## config.mk

```make
export PLATFORM = sky130hd
export DESIGN_NAME = mul_div_unit
export DESIGN_NICKNAME = d
export VERILOG_FILES = /design/src/rtl/mdu_pkg.sv /design/src/rtl/mdu_divider.sv /design/src/rtl/mul_div_unit.sv
export SDC_FILE = /design/constraint.sdc
export NUM_CORES = 2
export LEC_CHECK = 0
export CAP_MARGIN = 20
export CORE_MARGIN = 4
export CORE_UTILIZATION = 25
export DETAILED_ROUTE_END_ITERATION = 12
export PLACE_DENSITY = 0.51
export SYNTH_ARGS = -nofsm -noshare
export SYNTH_HDL_FRONTEND = slang
export SYNTH_SLANG_ARGS = --single-unit
```

## constraint.sdc

```tcl
create_clock -name clk -period 18.2 [get_ports clk]
set_input_delay 3.64 -clock clk [delete_from_list [all_inputs] [get_ports clk]]
set_output_delay 3.64 -clock clk [all_outputs]
set_load 0.01 [all_outputs]
```

## src/rtl/mdu_pkg.sv

```systemverilog
// Shared encodings for the multiply/divide unit: op codes, FSM states and
// elaboration-time legality checks for the multiplier depth and divider radix.
package mdu_pkg;

    typedef enum logic [2:0] {
        OP_MULT  = 3'd0,
        OP_MULTU = 3'd1,
        OP_DIV   = 3'd2,
        OP_DIVU  = 3'd3,
        OP_MTHI  = 3'd4,
        OP_MTLO  = 3'd5,
        OP_MADD  = 3'd6,
        OP_MSUB  = 3'd7
    } mdu_op_e;

    typedef enum logic [2:0] {
        ST_IDLE = 3'd0,
        ST_MUL  = 3'd1,
        ST_DIV  = 3'd2,
        ST_FIX  = 3'd3,
        ST_DONE = 3'd4
    } mdu_state_e;

    function automatic bit mul_stages_legal(input int stages);
        return (stages >= 1) && (stages <= 4);
    endfunction

    function automatic bit div_radix_legal(input int width, input int radix_bits);
        return ((radix_bits == 1) || (radix_bits == 2)) && ((width % radix_bits) == 0);
    endfunction

endpackage

```

## src/rtl/mdu_divider.sv

```systemverilog
// Iterative restoring divider on unsigned magnitudes, RADIX_BITS quotient bits
// per cycle. The first step is taken on the start edge so valid pulses after WIDTH/RADIX_BITS edges.
module mdu_divider #(
    parameter int WIDTH      = 32,
    parameter int RADIX_BITS = 1
) (
    input  logic             clk,
    input  logic             rstn,
    input  logic             start,
    input  logic             annul,
    input  logic [WIDTH-1:0] dividend,
    input  logic [WIDTH-1:0] divisor,
    output logic [WIDTH-1:0] quotient,
    output logic [WIDTH-1:0] remainder,
    output logic             valid
);
    localparam int STEPS = WIDTH / RADIX_BITS;
    localparam int CNT_W = $clog2(STEPS + 1);

    logic               busy;
    logic [CNT_W-1:0]   cnt;
    logic [WIDTH-1:0]   dsr_p0;
    logic [2*WIDTH-1:0] rq_p0;
    logic [2*WIDTH-1:0] rq_nxt;

    // {remainder, quotient} advanced by RADIX_BITS shift/compare/subtract steps
    function automatic logic [2*WIDTH-1:0] div_step(input logic [2*WIDTH-1:0] rq,
                                                    input logic [WIDTH-1:0]   d);
        logic [WIDTH:0]   r;
        logic [WIDTH-1:0] q;
        r = {1'b0, rq[2*WIDTH-1:WIDTH]};
        q = rq[WIDTH-1:0];
        for (int i = 0; i < RADIX_BITS; i++) begin
            r = {r[WIDTH-1:0], q[WIDTH-1]};
            q = {q[WIDTH-2:0], 1'b0};
            if (r >= {1'b0, d}) begin
                r    = r - {1'b0, d};
                q[0] = 1'b1;
            end
        end
        return {r[WIDTH-1:0], q};
    endfunction

    assign rq_nxt = div_step(start ? {{WIDTH{1'b0}}, dividend} : rq_p0,
                             start ? divisor : dsr_p0);

    always_ff @(posedge clk) begin
        if (start) begin
            dsr_p0 <= divisor;
        end
        if (start || busy) begin
            rq_p0 <= rq_nxt;
        end
    end

    always_ff @(posedge clk or negedge rstn) begin
        if (!rstn) begin
            busy  <= 1'b0;
            cnt   <= '0;
            valid <= 1'b0;
        end else begin
            valid <= 1'b0;
            if (annul) begin
                busy <= 1'b0;
            end else if (start) begin
                busy <= 1'b1;
                cnt  <= CNT_W'(STEPS - 1);
            end else if (busy) begin
                cnt <= cnt - CNT_W'(1);
                if (cnt == CNT_W'(1)) begin
                    busy  <= 1'b0;
                    valid <= 1'b1;
                end
            end
        end
    end

    assign quotient  = rq_p0[WIDTH-1:0];
    assign remainder = rq_p0[2*WIDTH-1:WIDTH];

endmodule

```

## src/rtl/mul_div_unit.sv

```systemverilog
// MIPS32 multiply/divide unit owning HI/LO: pipelined multiplier, iterative divider.
// Define MDU_MADD_EN to enable MADD/MSUB (ops 6/7) accumulating into {HI,LO}.
module mul_div_unit
    import mdu_pkg::*;
#(
    parameter int WIDTH          = 32,
    parameter int MUL_STAGES     = 2,
    parameter int DIV_RADIX_BITS = 1
) (
    input  logic             clk,
    input  logic             rstn,
    input  logic             start_i,
    input  logic [2:0]       op_i,
    input  logic [WIDTH-1:0] src1_i,
    input  logic [WIDTH-1:0] src2_i,
    input  logic             annul_i,
    output logic             stall_o,
    output logic             done_o,
    output logic             div_zero_o,
    output logic [WIDTH-1:0] hi_o,
    output logic [WIDTH-1:0] lo_o
);
    if (!mul_stages_legal(MUL_STAGES)) begin : g_bad_mul
        $error("MUL_STAGES must be in 1..4");
    end
    if (!div_radix_legal(WIDTH, DIV_RADIX_BITS)) begin : g_bad_div
        $error("DIV_RADIX_BITS must be 1 or 2 and divide WIDTH");
    end

    mdu_state_e         state, state_nxt;
    logic               accept, busy, is_mul, is_div, is_mac;
    logic               mul_start, div_start, done_nxt, dz_nxt;
    logic               hi_we, lo_we;
    logic [WIDTH-1:0]   hi_nxt, lo_nxt;
    logic [2:0]         mul_cnt;
    logic               q_neg, r_neg;

    function automatic logic [WIDTH-1:0] apply_sign(input logic [WIDTH-1:0] mag, input logic neg);
        return neg ? -mag : mag;
    endfunction

    assign busy   = (state == ST_MUL) || (state == ST_DIV) || (state == ST_FIX);
    assign accept = start_i && ((state == ST_IDLE) || (state == ST_DONE));
    assign is_mul = (op_i == OP_MULT) || (op_i == OP_MULTU);
    assign is_div = (op_i == OP_DIV) || (op_i == OP_DIVU);
`ifdef MDU_MADD_EN
    assign is_mac = (op_i == OP_MADD) || (op_i == OP_MSUB);
`else
    assign is_mac = 1'b0;
`endif
    assign stall_o = (accept && (is_mul || is_div || is_mac)) || busy;

    // Multiplier: operands sign/zero-extended to 2*WIDTH so one signed product serves both
    logic                      mul_signed;
    logic signed [2*WIDTH-1:0] mul_a_p0, mul_b_p0, mul_prod;
    logic        [2*WIDTH-1:0] mul_res;

    assign mul_signed = (op_i != OP_MULTU);

    always_ff @(posedge clk) begin
        if (mul_start) begin
            mul_a_p0 <= {{WIDTH{mul_signed & src1_i[WIDTH-1]}}, src1_i};
            mul_b_p0 <= {{WIDTH{mul_signed & src2_i[WIDTH-1]}}, src2_i};
        end
    end

    assign mul_prod = mul_a_p0 * mul_b_p0;

    if (MUL_STAGES == 1) begin : g_mul_comb
        assign mul_res = mul_prod;
    end else begin : g_mul_pipe
        logic [2*WIDTH-1:0] pipe_p1 [MUL_STAGES-1];
        always_ff @(posedge clk) begin
            pipe_p1[0] <= mul_prod;
            for (int k = 1; k < MUL_STAGES - 1; k++) begin
                pipe_p1[k] <= pipe_p1[k-1];
            end
        end
        assign mul_res = pipe_p1[MUL_STAGES-2];
    end

    // Divider: magnitudes in, signs reapplied in FIX
    logic             div_signed, div_valid;
    logic [WIDTH-1:0] div_a_mag, div_b_mag, div_quo, div_rem;

    assign div_signed = (op_i == OP_DIV);
    assign div_a_mag  = (div_signed && src1_i[WIDTH-1]) ? -src1_i : src1_i;
    assign div_b_mag  = (div_signed && src2_i[WIDTH-1]) ? -src2_i : src2_i;

    mdu_divider #(
        .WIDTH      (WIDTH),
        .RADIX_BITS (DIV_RADIX_BITS)
    ) u_divider (
        .clk       (clk),
        .rstn      (rstn),
        .start     (div_start),
        .annul     (annul_i && (state == ST_DIV)),
        .dividend  (div_a_mag),
        .divisor   (div_b_mag),
        .quotient  (div_quo),
        .remainder (div_rem),
        .valid     (div_valid)
    );

`ifdef MDU_MADD_EN
    logic               mac_p0, mac_sub_p0;
    logic [2*WIDTH-1:0] mac_prod_p2, mac_acc;

    always_ff @(posedge clk or negedge rstn) begin
        if (!rstn) begin
            mac_p0     <= 1'b0;
            mac_sub_p0 <= 1'b0;
        end else if (mul_start || div_start) begin
            mac_p0     <= is_mac;
            mac_sub_p0 <= (op_i == OP_MSUB);
        end
    end

    always_ff @(posedge clk) begin
        if (state == ST_MUL) begin
            mac_prod_p2 <= mul_res;
        end
    end

    assign mac_acc = mac_sub_p0 ? ({hi_o, lo_o} - mac_prod_p2) : ({hi_o, lo_o} + mac_prod_p2);
`endif

    always_comb begin
        state_nxt = state;
        mul_start = 1'b0;
        div_start = 1'b0;
        done_nxt  = 1'b0;
        dz_nxt    = 1'b0;
        hi_we     = 1'b0;
        lo_we     = 1'b0;
        hi_nxt    = hi_o;
        lo_nxt    = lo_o;
        unique case (state)
            ST_IDLE, ST_DONE: begin
                state_nxt = ST_IDLE;
                if (accept) begin
                    if (is_mul || is_mac) begin
                        state_nxt = ST_MUL;
                        mul_start = 1'b1;
                    end else if (is_div) begin
                        if (src2_i == '0) begin
                            state_nxt = ST_DONE;
                            done_nxt  = 1'b1;
                            dz_nxt    = 1'b1;
                        end else begin
                            state_nxt = ST_DIV;
                            div_start = 1'b1;
                        end
                    end else if (op_i == OP_MTHI) begin
                        hi_we  = 1'b1;
                        hi_nxt = src1_i;
                    end else if (op_i == OP_MTLO) begin
                        lo_we  = 1'b1;
                        lo_nxt = src1_i;
                    end
                end
            end
            ST_MUL: begin
                if (annul_i) begin
                    state_nxt = ST_IDLE;
                end else if (mul_cnt == 3'(MUL_STAGES)) begin
`ifdef MDU_MADD_EN
                    if (mac_p0) begin
                        state_nxt = ST_FIX;
                    end else begin
`else
                    begin
`endif
                        {hi_nxt, lo_nxt} = mul_res;
                        hi_we     = 1'b1;
                        lo_we     = 1'b1;
                        state_nxt = ST_DONE;
                        done_nxt  = 1'b1;
                    end
                end
            end
            ST_DIV: begin
                if (annul_i) begin
                    state_nxt = ST_IDLE;
                end else if (div_valid) begin
                    state_nxt = ST_FIX;
                end
            end
            ST_FIX: begin
                if (annul_i) begin
                    state_nxt = ST_IDLE;
                end else begin
                    hi_we     = 1'b1;
                    lo_we     = 1'b1;
                    state_nxt = ST_DONE;
                    done_nxt  = 1'b1;
`ifdef MDU_MADD_EN
                    if (mac_p0) begin
                        {hi_nxt, lo_nxt} = mac_acc;
                    end else begin
`else
                    begin
`endif
                        hi_nxt = apply_sign(div_rem, r_neg);
                        lo_nxt = apply_sign(div_quo, q_neg);
                    end
                end
            end
            default: state_nxt = ST_IDLE;
        endcase
    end

    always_ff @(posedge clk or negedge rstn) begin
        if (!rstn) begin
            state      <= ST_IDLE;
            done_o     <= 1'b0;
            div_zero_o <= 1'b0;
            hi_o       <= '0;
            lo_o       <= '0;
            mul_cnt    <= '0;
            q_neg      <= 1'b0;
            r_neg      <= 1'b0;
        end else begin
            state      <= state_nxt;
            done_o     <= done_nxt;
            div_zero_o <= dz_nxt;
            if (hi_we) begin
                hi_o <= hi_nxt;
            end
            if (lo_we) begin
                lo_o <= lo_nxt;
            end
            if (mul_start) begin
                mul_cnt <= 3'd1;
            end else if (state == ST_MUL) begin
                mul_cnt <= mul_cnt + 3'd1;
            end
            if (div_start) begin
                q_neg <= div_signed & (src1_i[WIDTH-1] ^ src2_i[WIDTH-1]);
                r_neg <= div_signed & src1_i[WIDTH-1];
            end
        end
    end

endmodule

```

==> metrics.md <==
| Metric | Value |
|---|---|
| Number of global-route vias before repair | `42672` |
| Largest net degree at the start of global routing | `101` |
| Relative slew slack | `0.246` |
| Via count | `38562` |
| Crit Path Category | `primary input to flop` |
| Total track usage | `0.148` |
| Depth of the CTS H-tree | `2` |
| Initial antenna violation count | `2` |
| CTS clock-pin slew for the worst setup and hold paths | `60 ps` |
| Fin crit share | `0.557` |
| Max-Cap Viols | `0` |
| Post-synthesis cell type with the largest combined area | `fa_1` |
| CP Capture Point | `u_divider.rq_p0[43]$_DFFE_PP_` |
| First-pass GRT wire length | `258000 µm` |
| Mapped Cells | `5713` |
| Nets | `7138` |
| Met3 wire len | `6180 µm` |
| Clock Latency Late Sink | `560 ps` |
| Compound-Gate Fraction of Synth Area | `0.0729` |
| GPL Wtd Cong | `0.860` |
| Post-synth design cell area | `53700 µm²` |
| Worst R2R Start | `mul_a_p0[12]$_DFFE_PP_` |
| Yosys warning count | `0` |
| Final WL | `162000 µm` |
| Hold Buf Count CTS | `0` |
| FF-to-FF setup slack | `9140 ps` |
| R2R Path End | `g_mul_pipe.pipe_p1[0][60]$_DFF_P_` |
| Die height | `471 µm` |
| Top Metal Used | `met4` |
| Post-synthesis sequential area ratio | `0.147` |
| CP max stage cell | `buf_4` |
| #FFs+latches synth | `308` |
| Xor/xnor share of the synthesized area | `0.0360` |
| Post-CTS Setup Repair Bufs | `0` |
| Metal-1 WL | `70200 µm` |
| Slew Limit Fails | `0` |
| Area growth, synth to finish | `10.5%` |
| Simple-gate share of the synthesized area | `0.155` |
| Ys async rst share | `0.266` |
| Worst hold path type | `flop to flop` |
| CTS buffer count | `34` |
| Share of cells above drive strength 1 | `0.0348` |
| Final ANT Viol Nets | `0` |
| TritonCTS clock tree | `built` |
| Slew @ Worst Pin | `1130 ps` |
| Worst path cell trace | `clkdlybuf4s50_1 -> or4_4 -> nor4_4 -> and3_1 -> a31o_4 -> buf_4 -> and2_1 -> ha_1 -> o21ai_0 -> or2_2 -> a211oi_1 -> o21a_1 -> a21boi_0 -> o21a_1 -> a21oi_4 -> buf_4 -> mux2_2` |
| Critical Path RT | `18490 ps` |
| # fillers | `22680` |
| Synth cell types | `79` |
| Setup TNS | `0 ps` |
| CP max stage delay | `810 ps` |
| CP arrival | `10430 ps` |
| Top cells by area, synth | `fa_1 (42%), inv_1 (8.1%), edfxtp_1 (7.3%), and2_1 (6.5%), ha_1 (5.9%)` |
| Post-Synth Adder-Cell Area | `0.478` |
| Most frequent cells in the layout | `inv_1 (1166), fa_1 (1126), nand2_1 (686)` |
| I/O pin count | `138` |
| DR WL/cell | `19.0 µm` |
| Commonest non-fill, non-tap cell in the layout | `inv_1` |
| FP Rows | `169` |
| CTS root buf | `clkbuf_16` |
| Clock Skew | `27.3 ps` |
| Combinational family with the most area after synthesis | `adder cells` |
| Post-CTS sizing | `0` |
| Reg2Reg Depth | `23` |
| Die width | `471 µm` |
| Starting density of the core | `0.252` |
| Final Hold Fails | `0` |
| Initial drt markers | `2155` |
| Pre-antenna DRT Iters | `6` |
| Clk buf depth | `3` |
| Critical path peak fanout | `100` |
| RSZ-0062 raised after global routing | `no` |
| Post-Synthesis Net Count | `7162` |
| GRT overflow | `0` |
| Syn Area/Cell | `9.40 µm²` |
| Setup Viol. Count Final | `0` |
| Mux cell area share after synthesis | `0.00892` |
| Top_reg_cell synth | `edfxtp_1` |
| WL met2 | `80900 µm` |
| Residual DRC | `0` |
| CTS Sinks | `308` |
| Routed vias/inst | `4.52` |
| Clock period minus worst slack | `10140 ps` |
| Critical path origin | `src2_i[2]` |
| Status | `completed` |
| Element type at the critical path start | `primary input` |
| Core Footprint | `213000 µm²` |
| Dpl hpwl | `130000 µm` |
| Post-synth EDFFs | `130` |
| Share of the synthesized area in the top cell type | `0.420` |
| Worst Setup End Kind | `flop` |
| Port Buffer Count | `137` |
| Die Area | `222000 µm²` |
| Fmax | `0.0986 GHz` |
## per-stage QoR
stage / cell area, µm² / utilization / std cells / setup slack, ps / hold WS (ps)
floorplan: 53700 / - / 5713 / 9200 / 412
global placement: 58200 / 0.273 / 8473 / 7670 / 429
detailed placement: 58200 / 0.273 / 8473 / 7560 / 435
CTS: 59300 / 0.278 / 8535 / 8120 / 450
global route: 59300 / 0.279 / 8537 / 7530 / 466
finish: 59300 / 0.279 / 8539 / 8060 / 447
## how the worst min path moves through the flow
stage                                    to                          from  slack [ps]  cells past startpoint
2_1_floorplan  u_divider.dsr_p0[10]$_DFF_P_  u_divider.dsr_p0[10]$_DFF_P_         410                      2
3_3_place_gp   u_divider.dsr_p0[28]$_DFF_P_  u_divider.dsr_p0[28]$_DFF_P_         430                      2
3_5_place_dp   u_divider.dsr_p0[28]$_DFF_P_  u_divider.dsr_p0[28]$_DFF_P_         440                      2
4_1_cts        u_divider.dsr_p0[28]$_DFF_P_  u_divider.dsr_p0[28]$_DFF_P_         450                      2
5_1_grt        u_divider.dsr_p0[13]$_DFF_P_  u_divider.dsr_p0[13]$_DFF_P_         470                      1
6_report       u_divider.dsr_p0[10]$_DFF_P_  u_divider.dsr_p0[10]$_DFF_P_         450                      2
## cell families (layout without fill, tap and decap cells)
kind of cell / count (synthesis) / count (layout)
xor gates and xnor gates: 221 / 221
muxes: 44 / 44
buffers and inverters: 1446 / 1448
AOI/OAI and AO/OA: 624 / 624
adders and majority gates: 1378 / 1378
DFF: 308 / 308
other: 0 / 3
and+or+nand+nor: 1692 / 1692
## layer usage
layer  up-vias  global-route usage
li1      17279                   -
met1     20167               0.195
met2       911               0.262
met3       205              0.0114
met4         0              0.0380
met5         -                   0
## critical path: cells and delay by family
| family | cells | cell delay, ps |
|---|---|---|
| buffers and inverters | 3 | 1840 |
| AOI/OAI and AO/OA | 7 | 2260 |
| adders and majority gates | 1 | 230 |
| muxes | 1 | 410 |
| and+or+nand+nor | 5 | 1930 |
## state kept, by name (all words and copies together) (netlist names)
register            count
u_divider.rq_p0        64
u_divider.valid         1
r_neg                   1
state                   3
done_o                  1
u_divider.dsr_p0       32
mul_b_p0               33
mul_a_p0               33
u_divider.cnt           6
g_mul_pipe.pipe_p1     64
div_zero_o              1
u_divider.busy          1
mul_cnt                 3
hi_o                   32
q_neg                   1
lo_o                   32
## synth_stat cells, types with 13 or more instances
master    count
nor2b_1      32
nand3_1      29
o21ai_0     132
dfxtp_1      96
a21o_1       47
or4_1        15
xor2_1      108
mux2i_1      13
o21a_1       16
a31oi_1      17
nor3_1       32
o41ai_1      16
xnor2_1     113
nand2_1     686
o211ai_1     16
dfrtp_1      82
nand4_1      15
nor2_1      218
inv_1      1166
clkbuf_1    265
a211oi_1     45
and2_1      559
mux2_2       30
a221oi_1     23
nand2b_1     24
o31ai_1      28
fa_1       1126
edfxtp_1    130
a21oi_1     216
ha_1        252
and3_1       23
## cell type report
class	instances	area, µm²	share of cell area
timing repair buffer	220	2010	0.0339
clock buffer	49	948	0.0160
sequential	308	7880	0.133
clock inverter	13	134	0.00226
antenna	3	7.51	0.000127
inverter	1166	4380	0.0738
tap	2821	3530	0.0595
multi-input combinational	3959	40400	0.682
Power is not shown: default switching activity piles up to over one toggle a cycle in this logic, so the estimate is an artifact.
